[src/rtl/mmc1_gen2_if.sv]
`default_nettype none
//==============================================================================
// Module   : mmc1_gen2_if
// Brief    : CPU/PPU cartridge bus and PRG/CHR memory-controller strobes.
// Revision : 1.0 - initial release
//==============================================================================
interface mmc1_gen2_if #(
    parameter int ADDR_BITS = 22
);
    logic [15:0]          cpu_addr;
    logic                 cpu_rw;
    logic [7:0]           cpu_data_in;
    logic [13:0]          ppu_addr;
    logic                 ppu_rd;
    logic                 ppu_wr;
    logic                 chr_ram;
    logic [ADDR_BITS-1:0] prg_addr;
    logic                 prg_oe;
    logic                 prg_we;
    logic                 wram_ce;
    logic [ADDR_BITS-1:0] chr_addr;
    logic                 chr_ce;
    logic                 chr_oe;
    logic                 chr_we;
    logic                 ciram_ce;
    logic                 ciram_a10;

    modport master (
        output cpu_addr, cpu_rw, cpu_data_in, ppu_addr, ppu_rd, ppu_wr, chr_ram,
        input  prg_addr, prg_oe, prg_we, wram_ce,
        input  chr_addr, chr_ce, chr_oe, chr_we, ciram_ce, ciram_a10
    );

    modport slave (
        input  cpu_addr, cpu_rw, cpu_data_in, ppu_addr, ppu_rd, ppu_wr, chr_ram,
        output prg_addr, prg_oe, prg_we, wram_ce,
        output chr_addr, chr_ce, chr_oe, chr_we, ciram_ce, ciram_a10
    );
endinterface
`default_nettype wire

[src/rtl/mmc1_gen2.sv]
`default_nettype none
//==============================================================================
// Module   : mmc1_gen2
// Brief    : MMC1-family mapper core with 512K PRG outer bank, banked/disableable
//            WRAM and the consecutive-write (RMW) filter.
// Revision : 1.0 - initial release
//==============================================================================
module mmc1_gen2 #(
    parameter int ADDR_BITS      = 22,
    parameter int PRG_OUTER_EN   = 1,
    parameter int WRAM_BANK_BITS = 2,
    parameter int WRAM_DIS_EN    = 1
) (
    input  wire logic  m2,
    input  wire logic  reset,
    mmc1_gen2_if.slave bus
);
    localparam logic [4:0] SHIFT_EMPTY  = 5'b10000;
    localparam logic [4:0] CONTROL_INIT = 5'b01100;
    localparam logic [1:0] TGT_CONTROL  = 2'd0;
    localparam logic [1:0] TGT_CHR0     = 2'd1;
    localparam logic [1:0] TGT_CHR1     = 2'd2;
    localparam logic [1:0] TGT_PRG      = 2'd3;

    logic [4:0] shift, control, chr_bank_0, chr_bank_1, prg_bank;
    logic       prev_wr;
    logic [4:0] shift_nxt, control_nxt, chr_bank_0_nxt, chr_bank_1_nxt, prg_bank_nxt;
    logic       prev_wr_nxt;
    logic       reg_wr, accept;
    logic [4:0] shifted;
    logic       unused_data;

    assign reg_wr      = bus.cpu_addr[15] & ~bus.cpu_rw;
    assign accept      = reg_wr & ~prev_wr;
    assign shifted     = {bus.cpu_data_in[0], shift[4:1]};
    assign unused_data = &{1'b0, bus.cpu_data_in[6:1]};

    // State register; everything moves on the falling edge of M2.
    always_ff @(negedge m2) begin
        if (reset) begin
            shift      <= SHIFT_EMPTY;
            control    <= CONTROL_INIT;
            chr_bank_0 <= 5'd0;
            chr_bank_1 <= 5'd0;
            prg_bank   <= 5'd0;
            prev_wr    <= 1'b0;
        end else begin
            shift      <= shift_nxt;
            control    <= control_nxt;
            chr_bank_0 <= chr_bank_0_nxt;
            chr_bank_1 <= chr_bank_1_nxt;
            prg_bank   <= prg_bank_nxt;
            prev_wr    <= prev_wr_nxt;
        end
    end

    // The marker bit reaching shift[0] identifies the fifth write of a sequence.
    always_comb begin
        shift_nxt      = shift;
        control_nxt    = control;
        chr_bank_0_nxt = chr_bank_0;
        chr_bank_1_nxt = chr_bank_1;
        prg_bank_nxt   = prg_bank;
        prev_wr_nxt    = reg_wr;
        if (accept) begin
            if (bus.cpu_data_in[7]) begin
                shift_nxt   = SHIFT_EMPTY;
                control_nxt = control | CONTROL_INIT;
            end else if (shift[0]) begin
                shift_nxt = SHIFT_EMPTY;
                case (bus.cpu_addr[14:13])
                    TGT_CONTROL: control_nxt    = shifted;
                    TGT_CHR0:    chr_bank_0_nxt = shifted;
                    TGT_CHR1:    chr_bank_1_nxt = shifted;
                    TGT_PRG:     prg_bank_nxt   = shifted;
                    default:     shift_nxt      = SHIFT_EMPTY;
                endcase
            end else begin
                shift_nxt = shifted;
            end
        end
    end

    logic       outer;
    logic [1:0] wram_bank;
    logic       wram_dis;

    generate
        if (PRG_OUTER_EN != 0) begin : g_outer
            assign outer = chr_bank_0[4];
        end else begin : g_no_outer
            assign outer = 1'b0;
        end

        if (WRAM_BANK_BITS >= 2) begin : g_wram_bank2
            assign wram_bank = chr_bank_0[3:2];
        end else if (WRAM_BANK_BITS == 1) begin : g_wram_bank1
            assign wram_bank = {1'b0, chr_bank_0[3]};
        end else begin : g_wram_bank0
            assign wram_bank = 2'b00;
        end

        if (WRAM_DIS_EN != 0) begin : g_wram_dis
            assign wram_dis = prg_bank[4];
        end else begin : g_wram_always
            assign wram_dis = 1'b0;
        end
    endgenerate

    logic       window;
    logic       wram_hit;
    logic [3:0] prg_sel;
    logic [4:0] chr_sel;

    always_comb begin
        window   = (bus.cpu_addr[15:13] == 3'b011);
        wram_hit = window & ~wram_dis;

        casez (control[3:2])
            2'b0?:   prg_sel = {prg_bank[3:1], bus.cpu_addr[14]};
            2'b10:   prg_sel = bus.cpu_addr[14] ? prg_bank[3:0] : 4'h0;
            default: prg_sel = bus.cpu_addr[14] ? 4'hF : prg_bank[3:0];
        endcase

        if (window) begin
            bus.prg_addr = ADDR_BITS'({wram_bank, bus.cpu_addr[12:0]});
        end else begin
            bus.prg_addr = ADDR_BITS'({outer, prg_sel, bus.cpu_addr[13:0]});
        end
        bus.wram_ce = wram_hit;
        bus.prg_oe  = bus.cpu_rw & (bus.cpu_addr[15] | wram_hit);
        bus.prg_we  = ~bus.cpu_rw & wram_hit;

        if (bus.chr_ram) begin
            chr_sel = {4'b0000, bus.ppu_addr[12]};
        end else if (control[4]) begin
            chr_sel = bus.ppu_addr[12] ? chr_bank_1 : chr_bank_0;
        end else begin
            chr_sel = {chr_bank_0[4:1], bus.ppu_addr[12]};
        end
        // With the outer PRG bank in use, chr_bank_0[4] belongs to PRG, not CHR.
        if (PRG_OUTER_EN != 0) begin
            chr_sel[4] = 1'b0;
        end
        bus.chr_addr = ADDR_BITS'({chr_sel, bus.ppu_addr[11:0]});
        bus.chr_ce   = ~bus.ppu_addr[13];
        bus.ciram_ce = ~bus.ppu_addr[13];
        bus.chr_oe   = ~bus.ppu_rd;
        bus.chr_we   = bus.chr_ram & ~bus.ppu_wr;

        case (control[1:0])
            2'b00:   bus.ciram_a10 = 1'b0;
            2'b01:   bus.ciram_a10 = 1'b1;
            2'b10:   bus.ciram_a10 = bus.ppu_addr[10];
            default: bus.ciram_a10 = bus.ppu_addr[11];
        endcase
    end
endmodule
`default_nettype wire

[src/flat_wrapper.sv]
// flat-port wrapper written by rule: the top's interface ports become plain ports
module mmc1_gen2_flat 
#(
    parameter int ADDR_BITS      = 22,
    parameter int PRG_OUTER_EN   = 1,
    parameter int WRAM_BANK_BITS = 2,
    parameter int WRAM_DIS_EN    = 1
)
  (m2, reset, bus_cpu_addr, bus_cpu_rw, bus_cpu_data_in, bus_ppu_addr, bus_ppu_rd, bus_ppu_wr, bus_chr_ram, bus_prg_addr, bus_prg_oe, bus_prg_we, bus_wram_ce, bus_chr_addr, bus_chr_ce, bus_chr_oe, bus_chr_we, bus_ciram_ce, bus_ciram_a10);
  mmc1_gen2_if #(.ADDR_BITS(ADDR_BITS)) bus_i ();
  input  wire logic m2;
  input  wire logic reset;
  input wire logic [$bits(bus_i.cpu_addr)-1:0] bus_cpu_addr;
  input wire logic [$bits(bus_i.cpu_rw)-1:0] bus_cpu_rw;
  input wire logic [$bits(bus_i.cpu_data_in)-1:0] bus_cpu_data_in;
  input wire logic [$bits(bus_i.ppu_addr)-1:0] bus_ppu_addr;
  input wire logic [$bits(bus_i.ppu_rd)-1:0] bus_ppu_rd;
  input wire logic [$bits(bus_i.ppu_wr)-1:0] bus_ppu_wr;
  input wire logic [$bits(bus_i.chr_ram)-1:0] bus_chr_ram;
  output wire logic [$bits(bus_i.prg_addr)-1:0] bus_prg_addr;
  output wire logic [$bits(bus_i.prg_oe)-1:0] bus_prg_oe;
  output wire logic [$bits(bus_i.prg_we)-1:0] bus_prg_we;
  output wire logic [$bits(bus_i.wram_ce)-1:0] bus_wram_ce;
  output wire logic [$bits(bus_i.chr_addr)-1:0] bus_chr_addr;
  output wire logic [$bits(bus_i.chr_ce)-1:0] bus_chr_ce;
  output wire logic [$bits(bus_i.chr_oe)-1:0] bus_chr_oe;
  output wire logic [$bits(bus_i.chr_we)-1:0] bus_chr_we;
  output wire logic [$bits(bus_i.ciram_ce)-1:0] bus_ciram_ce;
  output wire logic [$bits(bus_i.ciram_a10)-1:0] bus_ciram_a10;
  assign bus_i.cpu_addr = bus_cpu_addr;
  assign bus_i.cpu_rw = bus_cpu_rw;
  assign bus_i.cpu_data_in = bus_cpu_data_in;
  assign bus_i.ppu_addr = bus_ppu_addr;
  assign bus_i.ppu_rd = bus_ppu_rd;
  assign bus_i.ppu_wr = bus_ppu_wr;
  assign bus_i.chr_ram = bus_chr_ram;
  assign bus_prg_addr = bus_i.prg_addr;
  assign bus_prg_oe = bus_i.prg_oe;
  assign bus_prg_we = bus_i.prg_we;
  assign bus_wram_ce = bus_i.wram_ce;
  assign bus_chr_addr = bus_i.chr_addr;
  assign bus_chr_ce = bus_i.chr_ce;
  assign bus_chr_oe = bus_i.chr_oe;
  assign bus_chr_we = bus_i.chr_we;
  assign bus_ciram_ce = bus_i.ciram_ce;
  assign bus_ciram_a10 = bus_i.ciram_a10;
  mmc1_gen2 #(.ADDR_BITS(ADDR_BITS), .PRG_OUTER_EN(PRG_OUTER_EN), .WRAM_BANK_BITS(WRAM_BANK_BITS), .WRAM_DIS_EN(WRAM_DIS_EN)) u_core (.m2(m2), .reset(reset), .bus(bus_i));
endmodule
[config.mk]
export PLATFORM = sky130hd
export DESIGN_NAME = mmc1_gen2_flat
export DESIGN_NICKNAME = d
export VERILOG_FILES = /design/src/rtl/mmc1_gen2_if.sv /design/src/rtl/mmc1_gen2.sv /design/src/flat_wrapper.sv
export SDC_FILE = /design/constraint.sdc
export NUM_CORES = 1
export LEC_CHECK = 0
export ABC_AREA = 1
export ABC_CLOCK_PERIOD_IN_PS = 1140
export BUFFER_PORTS_ARGS = -buffer_cell sky130_fd_sc_hd__buf_2
export CAP_MARGIN = 30
export CORE_ASPECT_RATIO = 1.25
export CORE_MARGIN = 2
export CORE_UTILIZATION = 39
export DETAILED_ROUTE_END_ITERATION = 16
export PLACE_DENSITY = 0.76
export SYNTH_ARGS = -nofsm -noshare
export SYNTH_HDL_FRONTEND = slang
export SYNTH_SLANG_ARGS = --single-unit
[constraint.sdc]
create_clock -name m2 -period 1.14 [get_ports m2]
set_clock_uncertainty 0.1 [all_clocks]
set_input_delay 0.114 -clock m2 [delete_from_list [all_inputs] [get_ports m2]]
set_output_delay 0.114 -clock m2 [all_outputs]
set_load 0.01 [all_outputs]
* Word level (Yosys, flattened, before mapping)
Cells that the tools add are included.
Widths: inputs -> output; s select.
** Storage, ports and cells
- Register bits after elaboration :: 25
- Logic and storage cells :: 51
** Operators by class
- Eq/ne operators :: 7
- Multiplexer cells :: 13
- Bitwise operators :: 15
- Reductions and logical operators :: 9
** Operators with widths (count)
- $mux 4 :: 8
- $mux 19 :: 1
- $reduce_and 4->1 :: 4
- $mux 5 :: 2
- $eq 2x2->1 const B :: 4
- $not 1->1 :: 8
- $pmux 4 s2 :: 1
- $and 1x1->1 :: 6
- $eq 2x1->1 const B :: 2
- $logic_not 2->1 :: 2
- $reduce_bool 2->1 :: 2
- $eq 3x2->1 const B :: 1
- $pmux 1 s3 :: 1
- $reduce_and 3->1 :: 1
- $or 1x1->1 :: 1

* Depth between registers and ports, before layout
- Word-level depth :: 4
- Mapped depth :: 7
- Depth with buffers taken out :: 6

==> results.md <==
* Status: complete, but fails checks
* Failing checks: negative setup slack
* Largest family of logic cells by synthesized area: simple AND/OR/NAND/NOR gates
* Adder-cell share of the synthesized area at 0
* Comb power frac at 0.187
* NumNets Final at about 350
* Vias at 1773
* Non-Filler Instances at 359
* Final Hold Viols at 0
* DRT Pass-1 Iters at 4
* Worst-path clk slew at 0.07 ns
* Pint at 1.67 mW
* Multiplexer share of the synthesized area at 0
* Pins Over Slew Limit at 0
* Vias/cell at 4.94
* Yosys top cell area share at 0.314
* Worst EP required at 0.93 ns
* Setup violations, final at 38
* Die Ht at 75.5 um
* Num CTS Buffers at 3
* Core Area at 0.00400 sq mm
* Post-route ant nets at 0
* I/O pin count at 96
* RSZ-0062 raised after global routing: yes
* Clk buf depth at 2
* Clock group share of total power at 0.463
* Initial Util at 0.399
* Crit path launch type: register
* Peak VDD IR at about 600 uV
* Hold Crit Class: in2out
* Distinct cells, synth at 25
* Crit end category: output port
* Cells after Synth at 236
* Final Worst Setup Slack at -0.958 ns
* Global Route met2 Usage at 0.362
* WL/cell at 14.2 um
* Most instantiated library cell after synthesis: nor2_1
* Switching part of the total power at 0.341
* Yosys top cell by area: dfxtp_1
* LEAKAGE at 1.18 nW
* Seq pwr share at 0.350
* Xor/xnor share of the synthesized area at 0
* M1 GR Usage at 0.195
* DP Wirelength at around 2600 um
* Sequential element share of the synthesized area at 0.314
* Placed instance area at 0.00182 sq mm
* IO buf count at 34
* Number of diodes at 0
* Ranking of synthesized cells by area: dfxtp_1 (31%), buf_4 (17%), nor2_1 (11%)
* Sw Pwr at 0.867 mW
* P per Cell Area at ~1000 mW/mm^2
* DRC at 0
* Post-synthesis compound-gate area fraction at 0.0902
* Synthesis-to-finish area growth at 59.4%
* Critical path class: reg2out
* Grt ovf at 0
* Max FO, Critical Path at 3
* Num rows at 26
* CP Data Arrival Time at 1.88 ns
* Chip Width at 61.2 um
* Fraction of registers with async set/reset at 0
* Post-route design area at 0.00254 sq mm
* Worst skew pair latency at 0.36 ns
* 1st-iter DRT viols at 94
* CTS tree: built
* Die ar. at about 0.0046 sq mm
* R2R cell count at 7
* Synth Cell Area at 0.00160 sq mm
* Max stage delay on crit path at 0.36 ns
* Htree depth at 1
* Most Crowded Layer GR: met2
* GRT Util Overall at 0.199
* First-pass GRT wire length at 6980 um
* Placed insts at approximately 310
* Hold-fix buffers at CTS at 0
* Clk root buf: clkbuf_8
* Routed WL at 5100 um
* Commonest cells post-synth: nor2_1 (47), buf_4 (36), inv_1 (29), nand2_1 (29), nand3_1 (28)
* Vias in the first global route at 1629
* Synth Flop Type: dfxtp_1
* Initial antenna violation count at 0
* Hold depth at 0
* Maxcap violations at 0
* CTS sink count at 25
* Post-synth EDFFs at 0
* Crit path cell chain: o21ai_0 > a31oi_2 > buf_2
* Slowest CP cell: dfxtp_1
* Post-Synth Simple-Gate Area at 0.330
* Yosys warnings at 0
* Routability cong. at 0.865
* Avg Cell Area, Syn at 6.76 sq um
* Pin count of the biggest net entering global routing at 15
* Share of cells above drive strength 1 at 0.538
* Seq cells post-synth at 25
* Grt met3 use at 0.0526
## kinds of logic after synthesis
| group | after synthesis |
|---|---|
| other | 1 |
| AND/OR/NAND/NOR | 115 |
| AO/OA/AOI/OAI | 26 |
| flip-flops | 25 |
| buffers and inverters | 69 |
## worst max-delay path: cells and delay by family, from the launching register on
kind / cells / cell delay [ns]
AO/OA/AOI/OAI: 2 / 0.42
buffers and inverters: 1 / 0.16
flip-flops: 1 / 0.36
## what timing repair did
action | 4_1_cts | 5_1_grt
cloned | 2 | 1
buffers inserted | 6 | 10
resized for setup | 58 | 51
pin swaps | 16 | 23
setup endpoints to repair | 38 | 38
hold endpoints to repair | 0 | 0
## sequential cells by signal (all words and copies together), names as in the netlist
signal,cells
u_core.prev_wr,1
u_core.chr_bank_0,5
u_core.shift,5
u_core.control,5
u_core.chr_bank_1,4
u_core.prg_bank,5
## cells in the final DEF (no fill, tap or decap), types with 2 or more instances in the layout
cell | Yosys | layout
nand2_1 | 29 | 24
inv_4 | 0 | 5
nand2_2 | 0 | 4
inv_1 | 29 | 39
dfxtp_1 | 25 | 17
buf_2 | 0 | 26
nand3_1 | 28 | 4
nor2_2 | 2 | 9
buf_4 | 36 | 19
nor2_1 | 47 | 34
a21oi_1 | 9 | 3
a21oi_2 | 0 | 6
nor2_4 | 0 | 8
o21ai_0 | 11 | 4
dfxtp_2 | 0 | 6
conb_1 | 1 | 9
clkbuf_8 | 0 | 3
buf_12 | 0 | 2
o21ai_2 | 0 | 5
dfxtp_4 | 0 | 2
inv_2 | 1 | 6
buf_6 | 2 | 19
nand3_2 | 1 | 19
nand3_4 | 1 | 7
nand4_1 | 2 | 2
## metrics by stage
stage / hold slack, ns / power (mW) / util / TNS, ns / setup slack [ns]
3_3_place_gp: 0.128 / 1.36 / 0.454 / -16.74 / -0.543
6_report: 0.128 / 2.54 / 0.635 / -14.41 / -0.958
3_5_place_dp: 0.128 / 1.36 / 0.454 / -17.44 / -0.568
2_1_floorplan: 0.152 / 1.34 / - / -9.91 / -0.358
5_1_grt: 0.128 / 2.70 / 0.635 / -15.68 / -0.997
4_1_cts: 0.128 / 2.42 / 0.568 / -12.19 / -0.853
## power by group through the flow
stage / Sequential [mW] / Combinational, mW / Clock [mW]
final: 0.890 / 0.474 / 1.18
after global routing: 0.888 / 0.508 / 1.30
after CTS: 0.891 / 0.383 / 1.15
after detailed placement: 0.907 / 0.316 / 0.139
after global placement: 0.906 / 0.309 / 0.139
after floorplan: 0.905 / 0.300 / 0.139
## worst paths after layout
| path | from | end | slack, ns |
|---|---|---|---|
| setup / recovery | u_core.prg_bank[0] | bus_prg_addr[14] | -0.96 |
| hold / removal | bus_ppu_addr[2] | bus_chr_addr[2] | 0.13 |
| setup reg to reg | u_core.prev_wr | u_core.prg_bank[1] | -0.14 |
| hold reg to reg | u_core.shift[2] | u_core.shift[2] | 0.38 |
## area by class of cell
type,instances,area [sq um]
Clock buffer,3,41.3
Clock inverter,26,124
Fill cell,319,1460
Inverter,29,153
Multi-Input combinational cell,152,1090
Sequential cell,25,515
Tap cell,56,70.1
Timing Repair Buffer,67,542
Timing Repair inverter,1,6.26
## per-layer routing
layer,part of all wire,wire length (um)
met5,0,0
met4,0.039,199
met3,0.050,253
met2,0.54,2780
met1,0.37,1870
Note: power is estimated with default switching activity, not from simulation.
